**src/rtl/uart_pkg.sv**
```systemverilog
// Shared UART receiver definitions: byte width, receiver state encoding and
// small helpers used by the receiver and its tick generator.
// Optional feature macro: UART_RX_PARITY_EN (adds the PARITY state for 8E1).
package uart_pkg;

  localparam int BYTE_W = 8;

  // Receiver FSM states. PARITY exists only when even parity is enabled.
  typedef enum logic [2:0] {
    ST_IDLE   = 3'd0,
    ST_START  = 3'd1,
    ST_DATA   = 3'd2,
`ifdef UART_RX_PARITY_EN
    ST_PARITY = 3'd3,
`endif
    ST_STOP   = 3'd4
  } rx_state_e;

  // Clocks per oversample tick; integer division, never below 1.
  function automatic int calc_div(input int clk_freq, input int baud_rate,
                                  input int oversample);
    int d;
    d = clk_freq / (baud_rate * oversample);
    return (d < 1) ? 1 : d;
  endfunction

  // Parity bit value that makes the total count of ones even.
  function automatic logic even_parity(input logic [BYTE_W-1:0] d);
    return ^d;
  endfunction

endpackage

```
**src/rtl/uart_baud_tick.sv**
```systemverilog
// Free-running divider producing a one-cycle oversample tick every DIV clocks.
// With DIV=1 the tick is permanently high (one tick per clock).
module uart_baud_tick #(
  parameter int DIV = 1
) (
  input  logic clk,
  input  logic rst_n,
  output logic tick
);

  localparam int CW = (DIV > 1) ? $clog2(DIV) : 1;
  localparam logic [CW-1:0] LAST = CW'(DIV - 1);

  logic [CW-1:0] cnt;

  // Divider counter wraps at DIV-1 and never stops.
  always_ff @(posedge clk or negedge rst_n) begin
    if (!rst_n) begin
      cnt <= '0;
    end else if (cnt == LAST) begin
      cnt <= '0;
    end else begin
      cnt <= cnt + CW'(1);
    end
  end

  assign tick = (cnt == LAST);

endmodule

```
**src/rtl/uart_rx_stream.sv**
```systemverilog
// UART receiver (8N1, or 8E1 when UART_RX_PARITY_EN is defined) with a
// one-byte holding register presented as a valid/ready stream.
//
// Handshake: o_valid/o_data describe a held byte; a transfer happens on any
// rising clk edge where o_valid & i_ready. o_data never changes while o_valid
// is high except when a new byte lands in the same cycle as a transfer.
// i_ready has no influence on reception timing.
//
// o_state exposes the receiver FSM state for observation.
module uart_rx_stream
  import uart_pkg::*;
#(
  parameter int CLK_FREQ   = 100_000_000,
  parameter int BAUD_RATE  = 115_200,
  parameter int OVERSAMPLE = 16
) (
  input  logic              clk,
  input  logic              rst_n,
  input  logic              i_rx,
  output logic [BYTE_W-1:0] o_data,
  output logic              o_valid,
  input  logic              i_ready,
  output logic              o_frame_err,
  output logic              o_overrun,
`ifdef UART_RX_PARITY_EN
  output logic              o_parity_err,
`endif
  output logic              o_busy,
  output rx_state_e         o_state
);

  localparam int DIV = calc_div(CLK_FREQ, BAUD_RATE, OVERSAMPLE);
  localparam int TW  = $clog2(OVERSAMPLE);
  // Tick index of the start-bit centre and of each following bit centre.
  localparam logic [TW-1:0] HALF_LAST = TW'(OVERSAMPLE / 2 - 1);
  localparam logic [TW-1:0] FULL_LAST = TW'(OVERSAMPLE - 1);

  logic              tick;
  logic              rx_meta;
  logic              rx_sync;
  logic              rx_prev;
  logic              rx_fall;
  rx_state_e         state;
  logic [TW-1:0]     tick_cnt;
  logic [2:0]        bit_cnt;
  logic [BYTE_W-1:0] shift;
`ifdef UART_RX_PARITY_EN
  logic              parity_bad;
`endif

  uart_baud_tick #(
    .DIV (DIV)
  ) u_baud_tick (
    .clk   (clk),
    .rst_n (rst_n),
    .tick  (tick)
  );

  // Two-flop synchroniser plus one history flop for falling-edge detection.
  always_ff @(posedge clk or negedge rst_n) begin
    if (!rst_n) begin
      rx_meta <= 1'b1;
      rx_sync <= 1'b1;
      rx_prev <= 1'b1;
    end else begin
      rx_meta <= i_rx;
      rx_sync <= rx_meta;
      rx_prev <= rx_sync;
    end
  end

  // A start needs a high-to-low transition, so after a low stop bit the
  // receiver naturally waits for the line to return high first.
  assign rx_fall = rx_prev & ~rx_sync;

  // Receiver FSM, sample counters and holding register.
  always_ff @(posedge clk or negedge rst_n) begin
    if (!rst_n) begin
      state        <= ST_IDLE;
      tick_cnt     <= '0;
      bit_cnt      <= '0;
      shift        <= '0;
      o_data       <= '0;
      o_valid      <= 1'b0;
      o_frame_err  <= 1'b0;
      o_overrun    <= 1'b0;
`ifdef UART_RX_PARITY_EN
      parity_bad   <= 1'b0;
      o_parity_err <= 1'b0;
`endif
    end else begin
      o_frame_err  <= 1'b0;
      o_overrun    <= 1'b0;
`ifdef UART_RX_PARITY_EN
      o_parity_err <= 1'b0;
`endif
      // Consumer takes the held byte; a byte landing this cycle overrides.
      if (o_valid && i_ready) begin
        o_valid <= 1'b0;
      end

      case (state)
        ST_IDLE: begin
          tick_cnt <= '0;
          bit_cnt  <= '0;
          if (rx_fall) begin
            state <= ST_START;
          end
        end

        ST_START: begin
          if (tick) begin
            if (tick_cnt == HALF_LAST) begin
              tick_cnt <= '0;
              bit_cnt  <= '0;
              // Line back high at the start-bit centre: treat as a glitch.
              state    <= rx_sync ? ST_IDLE : ST_DATA;
            end else begin
              tick_cnt <= tick_cnt + TW'(1);
            end
          end
        end

        ST_DATA: begin
          if (tick) begin
            if (tick_cnt == FULL_LAST) begin
              tick_cnt <= '0;
              shift    <= {rx_sync, shift[BYTE_W-1:1]};
              bit_cnt  <= bit_cnt + 3'd1;
              if (bit_cnt == 3'd7) begin
`ifdef UART_RX_PARITY_EN
                state <= ST_PARITY;
`else
                state <= ST_STOP;
`endif
              end
            end else begin
              tick_cnt <= tick_cnt + TW'(1);
            end
          end
        end

`ifdef UART_RX_PARITY_EN
        ST_PARITY: begin
          if (tick) begin
            if (tick_cnt == FULL_LAST) begin
              tick_cnt   <= '0;
              parity_bad <= even_parity(shift) ^ rx_sync;
              state      <= ST_STOP;
            end else begin
              tick_cnt <= tick_cnt + TW'(1);
            end
          end
        end
`endif

        ST_STOP: begin
          if (tick) begin
            if (tick_cnt == FULL_LAST) begin
              tick_cnt <= '0;
              state    <= ST_IDLE;
              if (!rx_sync) begin
                o_frame_err <= 1'b1;
`ifdef UART_RX_PARITY_EN
              end else if (parity_bad) begin
                o_parity_err <= 1'b1;
`endif
              end else if (!o_valid || i_ready) begin
                o_data  <= shift;
                o_valid <= 1'b1;
              end else begin
                o_overrun <= 1'b1;
              end
            end else begin
              tick_cnt <= tick_cnt + TW'(1);
            end
          end
        end

        default: begin
          state <= ST_IDLE;
        end
      endcase
    end
  end

  assign o_busy  = (state != ST_IDLE);
  assign o_state = state;

endmodule

```
**config.mk**
```make
export PLATFORM = sky130hd
export DESIGN_NAME = uart_rx_stream
export DESIGN_NICKNAME = d
export VERILOG_FILES = /design/src/rtl/uart_pkg.sv /design/src/rtl/uart_baud_tick.sv /design/src/rtl/uart_rx_stream.sv
export SDC_FILE = /design/constraint.sdc
export NUM_CORES = 1
export LEC_CHECK = 0
export CORE_ASPECT_RATIO = 2
export CORE_MARGIN = 2
export CORE_UTILIZATION = 35
export CTS_CLUSTER_SIZE = 8
export DETAILED_ROUTE_END_ITERATION = 6
export PLACE_DENSITY_LB_ADDON = 0.25
export SLEW_MARGIN = 15
export SYNTH_ARGS = -nofsm -noshare
export SYNTH_HDL_FRONTEND = slang
export SYNTH_SLANG_ARGS = --single-unit
```
**constraint.sdc**
```tcl
create_clock -name clk -period 2.7 [get_ports clk]
set_input_delay 0.675 -clock clk [delete_from_list [all_inputs] [get_ports clk]]
set_output_delay 0.675 -clock clk [all_outputs]
set_load 0.02 [all_outputs]
```
==> flow_summary.toml, run 1 <==
[status]
status = "completed"

[cells_and_area]
post-route-util_pct = 41.97
antenna_cells = 0
finalNonFillerCells = 234
drive_gt1_share_pct = 21.02
seqCellArea_um2 = 954.7
nets = 184
stdcell_area_mm2 = 0.002137
area_growth_syn_to_layout_pct = 16.67
multi_input_area_um2 = 810.8
fill_cells = 492

[critical_path]
reg2reg_depth = 6
critPathLaunchType = "register"
crit_arrival_ns = 1.73
startpoint = "o_state[2]"
r2r-start = "u_baud_tick.cnt[1]"
end_kind = "output port"
reg2reg_to = "shift[6]"
r2r_slack_ns = 0.61
path_class = "register to output port"
critPathRequiredTime_ns = 2.03
crit_fanout = 14

[synth]
synth_top_family_by_area = "simple AND/OR/NAND/NOR gates"
synth.distinct_cells = 49
synth-edff-count = 0
synthArstFlopShare_pct = 100.0
syn-num-nets = 165
synth_warnings = 0
synthAdderAreaFrac_pct = 3.962
yosys.area_share.simple_pct = 15.03
netlist_instances = 156
synth.area.mux_share_pct = 11.54
synth_compound_area_share_pct = 12.77
ys_ff_latch = 38
synth-xor-area-share_pct = 0.9563
netlist_area_mm2 = 0.001832
avgSynthCellArea_um2 = 11.74
synthFlopType = "dfrtp_1"
synth_top_cell_by_area = "dfrtp_1"
synth_top_area_share_pct = 47.81
ys_seq_area_share_pct = 52.12
synth_area_leaders = "dfrtp_1, mux2_2, dfstp_2"

[die]
rows = 37
core_area_mm2 = 0.005092
ios = 19
start_util_pct = 35.97
die_x_um = 55.16
die_h_um = 106.3
die_area_mm2 = 0.005864

[placed_design]
dp.cells = 226
dpl.hpwl_um = 2732
finalWeightedCongestion = 0.8046
placed_cell_area_mm2 = 0.002047
port_buffers = 18

[cts]
worstSkewPairLatency_ns = 0.28
clk_pin_slew_ns = 0.07
clock-sinks = 38
htreeDepth = 2
max-clock-path-buffers = 2
cts_setup_buffers = 0
cts_buffers = 5
cts_tree = "built"
root_buffer = "clkbuf_8"
cts_resized = 0
cts_hold_buf = 0

[timing]
fin_tns_setup_ns = 0
timing.hold.ws_ns = 0.3558
hold_viol = 0
maxSlewHeadroom_pct = 44.19
fin_crit_sh_pct = 88.92
setup_violations = 0
fmax_ghz = 0.4165
rsz0062_at_grt = "false"
skew_ns = 0.005528
worst_pin_slew_ns = 0.8371
layout_min_cycle_time_ns = 2.401
maxSlewViolCount = 0

[global_route]
antenna_found_initial = 0
grt_remaining_overflow = 0
grt_first_pass_wirelength_um = 6520
grt_pass1_vias = 1358
grt_max_degree = 39
grt_use_total_pct = 15.24

[drt]
num_vias = 1279
vias_per_cell = 5.466
finalWirelength_um = 3724
routedWlPerCell_um = 15.91
drt-pass1-iter-count = 4
antenna_left = 0
drtIter0Drc = 9
post-route-drc-count = 0

[power_and_ir_drop]
ir_drop_v = 0.0003212
leakage_uw = 0.0009400
power.density_mw_per_mm2 = 471.3

[hold_path]
min-delay-start = "rx_meta"
min_to = "rx_sync"
holdPathStages = 0
holdCritPathClass = "register to register"

[flow_run]
cap_violations = 0
## worst max-delay path, cell delays in order (launching register included)
cell,delay (ns)
dfrtp_1,0.55
nor3_1,0.29
inv_1,0.06
clkdlybuf4s50_1,0.54
## stage by stage
| step | total power, µW | worst slack (ns) |
|---|---|---|
| 6_report | 1007 | 0.2992 |
| 3_5_place_dp | 625.7 | 0.5897 |
| 3_3_place_gp | 625.7 | 0.6247 |
| 2_1_floorplan | 603.9 | 0.8007 |
| 4_1_cts | 1034 | 0.2713 |
| 5_1_grt | 1059 | 0.1270 |
## power breakdown
| group | leakage (µW) | internal [µW] | switching, µW |
|---|---|---|---|
| combinational | 0.000396 | 11.8 | 16.4 |
| clock | 0.0000455 | 208 | 186 |
| sequential | 0.000499 | 578 | 6.97 |
| total | 0.000940 | 798 | 209 |
## final cells by class
type / count / area share [%]
Clock buffer: 8 / 4.215
Timing Repair Buffer: 21 / 9.251
Sequential cell: 38 / 44.67
Tap cell: 58 / 3.396
Inverter: 3 / 0.5269
Multi-Input combinational cell: 106 / 37.94
## sequential cells by signal, summed over array words and instances, names as in the netlist
signal and flops:
rx_prev 1, o_valid 1, o_frame_err 1, tick_cnt 4, u_baud_tick.cnt 6, rx_sync 1, bit_cnt 3, o_data 8
o_state 3, o_overrun 1, rx_meta 1, shift 8
## synthesized netlist by cell type, types with 2 or more instances
library cell   n
ha_1           5
dfrtp_1       35
nor2b_1        4
and3_1         2
inv_1          3
dfstp_2        3
and2_1         3
clkbuf_1       2
a21o_1         2
a22o_1         3
a21bo_2        2
nand2b_1       3
nand4_1        3
buf_2          2
buf_4          3
a31oi_1        2
mux2_2        17
mux2i_1        2
nor3_1         6
o21ai_0        5
o211ai_1       2
nand3_1        5
nor2_1        10
nand2_1        7
## cells in the final DEF (no fill, tap or decap), types with 2 or more instances in the layout
cell,n
nand2_1,7
inv_1,3
and2_1,3
mux2_2,17
o21ai_0,5
ha_1,5
nor2_1,10
o211ai_1,2
nand3_1,5
and3_1,2
nor3_1,6
clkbuf_8,6
a22o_1,3
a21o_1,2
nor2b_1,4
a21bo_2,2
nand4_1,3
mux2i_1,2
buf_4,3
dfstp_2,3
nand2b_1,3
a31oi_1,2
dfrtp_1,35
clkdlybuf4s50_1,17
clkbuf_1,2
## routing by layer
layer  part of all wire, %  vias up  track usage (%)  wire (µm)
met5                     0        -                0          0
met1                    39      636            18.07       1464
met2                    54       28            24.49       2023
met4                   4.0        0            9.233        148
met3                   2.4       13            2.388         88
li1                      -      602                -          -
## cells by family after synthesis
group / after synthesis
AOI/OAI and AO/OA: 30
muxes: 19
and+or+nand+nor: 49
xor gates and xnor gates: 2
DFF: 38
buffers and inverters: 12
adders and majority gates: 6
## how the worst max path moves through the flow
stage | endpoint | slack (ns) | cells after the start
6_report | o_busy | 0.30 | 3
5_1_grt | o_busy | 0.13 | 3
4_1_cts | o_busy | 0.27 | 3
3_5_place_dp | shift[2] | 0.59 | 6
3_3_place_gp | o_busy | 0.62 | 3
2_1_floorplan | o_busy | 0.80 | 3
(Power assumes the default switching activity.)
==> run 2: changes to the inputs <==
- CTS_CLUSTER_DIAMETER: unset -> 30
==> results of run 2 <==
Same layout as run 1: the final DEF is identical, and so are final timing and power.
==> run 3: changes to the inputs <==
- CTS_CLUSTER_DIAMETER: 30 -> 100
- PLACE_DENSITY_LB_ADDON: 0.25 -> 0.3
- SETUP_SLACK_MARGIN: unset -> 0.1
==> run 3 against run 2 <==
Non-clock buffer count rose by 1. Clock skew barely moved. Clock power rose by 22%. Setup slack improved by 0.0041 ns.
==> flow_summary.toml, run 3 (same netlist as run 1, synthesis figures left out) <==
[critical_path]
cp_num_buf_inv = 2
startpoint = "o_state[1]"
critPathRequiredTime_ns = 2.03
critPathLaunchType = "register"
crit_end = "o_busy"
path_class = "register to output port"
r2r-start = "u_baud_tick.cnt[1]"
crit_path_cell_trace = "nor3_1 -> inv_1 -> clkdlybuf4s50_1"
reg2reg_to = "shift[7]"
crit_arrival_ns = 1.72
crit_fanout = 13
r2r_slack_ns = 0.58
reg2reg_depth = 6
end_kind = "output port"
cp_slowest_stage_delay_ns = 0.54
cp_num_cells = 3
cp_top_family = "buffers and inverters"
crit_path_top_delay_cell = "dfrtp_1"

[cts]
clock-sinks = 38
cts_setup_buffers = 0
htreeDepth = 2
max-clock-path-buffers = 2
cts_tree = "built"
cts_hold_buf = 0
cts_resized = 0
clk_pin_slew_ns = 0.08
worstSkewPairLatency_ns = 0.29
cts_buffers = 5
root_buffer = "clkbuf_8"

[drt]
drt-pass1-iter-count = 4
drtIter0Drc = 25
antenna_left = 0
finalWirelength_um = 3580
routedWlPerCell_um = 15.23
num_vias = 1263
vias_per_cell = 5.374
post-route-drc-count = 0

[die]
die_area_mm2 = 0.005864
start_util_pct = 35.97
rows = 37
ios = 19
die_x_um = 55.16
die_h_um = 106.3
core_area_mm2 = 0.005092

[flow_run]
cap_violations = 0

[power_and_ir_drop]
leakage_uw = 0.0009496
ir_drop_v = 0.0005117
power.density_mw_per_mm2 = 504.5

[cells_and_area]
top_regs = "o_data: 8 flops, shift: 8 flops, u_baud_tick.cnt: 6 flops"
area_growth_syn_to_layout_pct = 18.65
drive_gt1_share_pct = 22.03
final_common_cell = "dfrtp_1"
fill_cells = 509
finalNonFillerCells = 235
post-route-util_pct = 42.68
antenna_cells = 0
mostFrequentLayoutCells = "dfrtp_1, clkdlybuf4s50_1, mux2_2"
nets = 185

[global_route]
grt_pass1_vias = 1339
grt_remaining_overflow = 0
grt_max_degree = 39
antenna_found_initial = 0
grt_use_total_pct = 15.02
grt_first_pass_wirelength_um = 6327

[timing]
maxSlewViolCount = 0
hold_viol = 0
layout_min_cycle_time_ns = 2.397
setup_violations = 0
fmax_ghz = 0.4172
fin_crit_sh_pct = 88.77
rsz0062_at_grt = "false"
maxSlewHeadroom_pct = 51.11
fin_tns_setup_ns = 0
skew_ns = 0.006022
worst_pin_slew_ns = 0.7148
setup_ws_ns = 0.3032

[placed_design]
finalWeightedCongestion = 0.8549
dpl_worst_slack_ns = 0.5803
dpl.hpwl_um = 2657
dp.cells = 227
port_buffers = 18

[hold_path]
holdCritPathClass = "register to register"

[status]
status = "completed"
run 3: cell types whose count changed in the layout (fill, tap and decap cells not counted), sizes merged:
cell           previous run  this run
clkbuf                    8         5
clkinvlp                  0         2
bufinv                    0         1
clkdlybuf4s50            17        18
run 3: metrics by stage:
step / total power, µW / hold WS [ns] / instance area, µm²
floorplan: 603.9 / 0.3452 / 1832
global placement: 625.6 / 0.3495 / 2059
detailed placement: 626.7 / 0.3468 / 2059
CTS: 1113 / 0.3536 / 2173
global route: 1144 / 0.3642 / 2173
finish: 1096 / 0.3514 / 2173
run 3: area by class of cell:
| type | count | area (µm²) | share of cell area [%] |
|---|---|---|---|
| clock buffers | 5 | 68.82 | 3.166 |
| clock inverters | 3 | 45.04 | 2.073 |
| inverters | 3 | 11.26 | 0.5181 |
| multi-input cells | 106 | 810.8 | 37.31 |
| flip-flops and latches | 38 | 954.7 | 43.93 |
| well taps | 58 | 72.57 | 3.339 |
| repair buffers | 22 | 210.2 | 9.672 |
run 3: power by group:
group | switching [µW] | internal [µW]
registers | 6.40 | 578
logic | 17.4 | 13.7
clock network | 207 | 275
run 3: how the worst min path moves through the flow:
stage | startpoint | end | slack [ns] | cells past startpoint
after floorplan | rx_meta | rx_sync | 0.35 | 0
after global routing | rx_meta | rx_sync | 0.36 | 0
final | rx_meta | rx_sync | 0.35 | 0
after CTS | rx_meta | rx_sync | 0.35 | 0
after detailed placement | rx_meta | rx_sync | 0.35 | 0
after global placement | rx_meta | rx_sync | 0.35 | 0
run 3: routing by layer:
layer,vias to the layer above,routed length (µm),track usage [%]
met5,-,0,0
met4,0,154,9.930
met3,12,110,3.511
met2,26,1916,23.38
met1,620,1399,17.45
li1,605,-,-
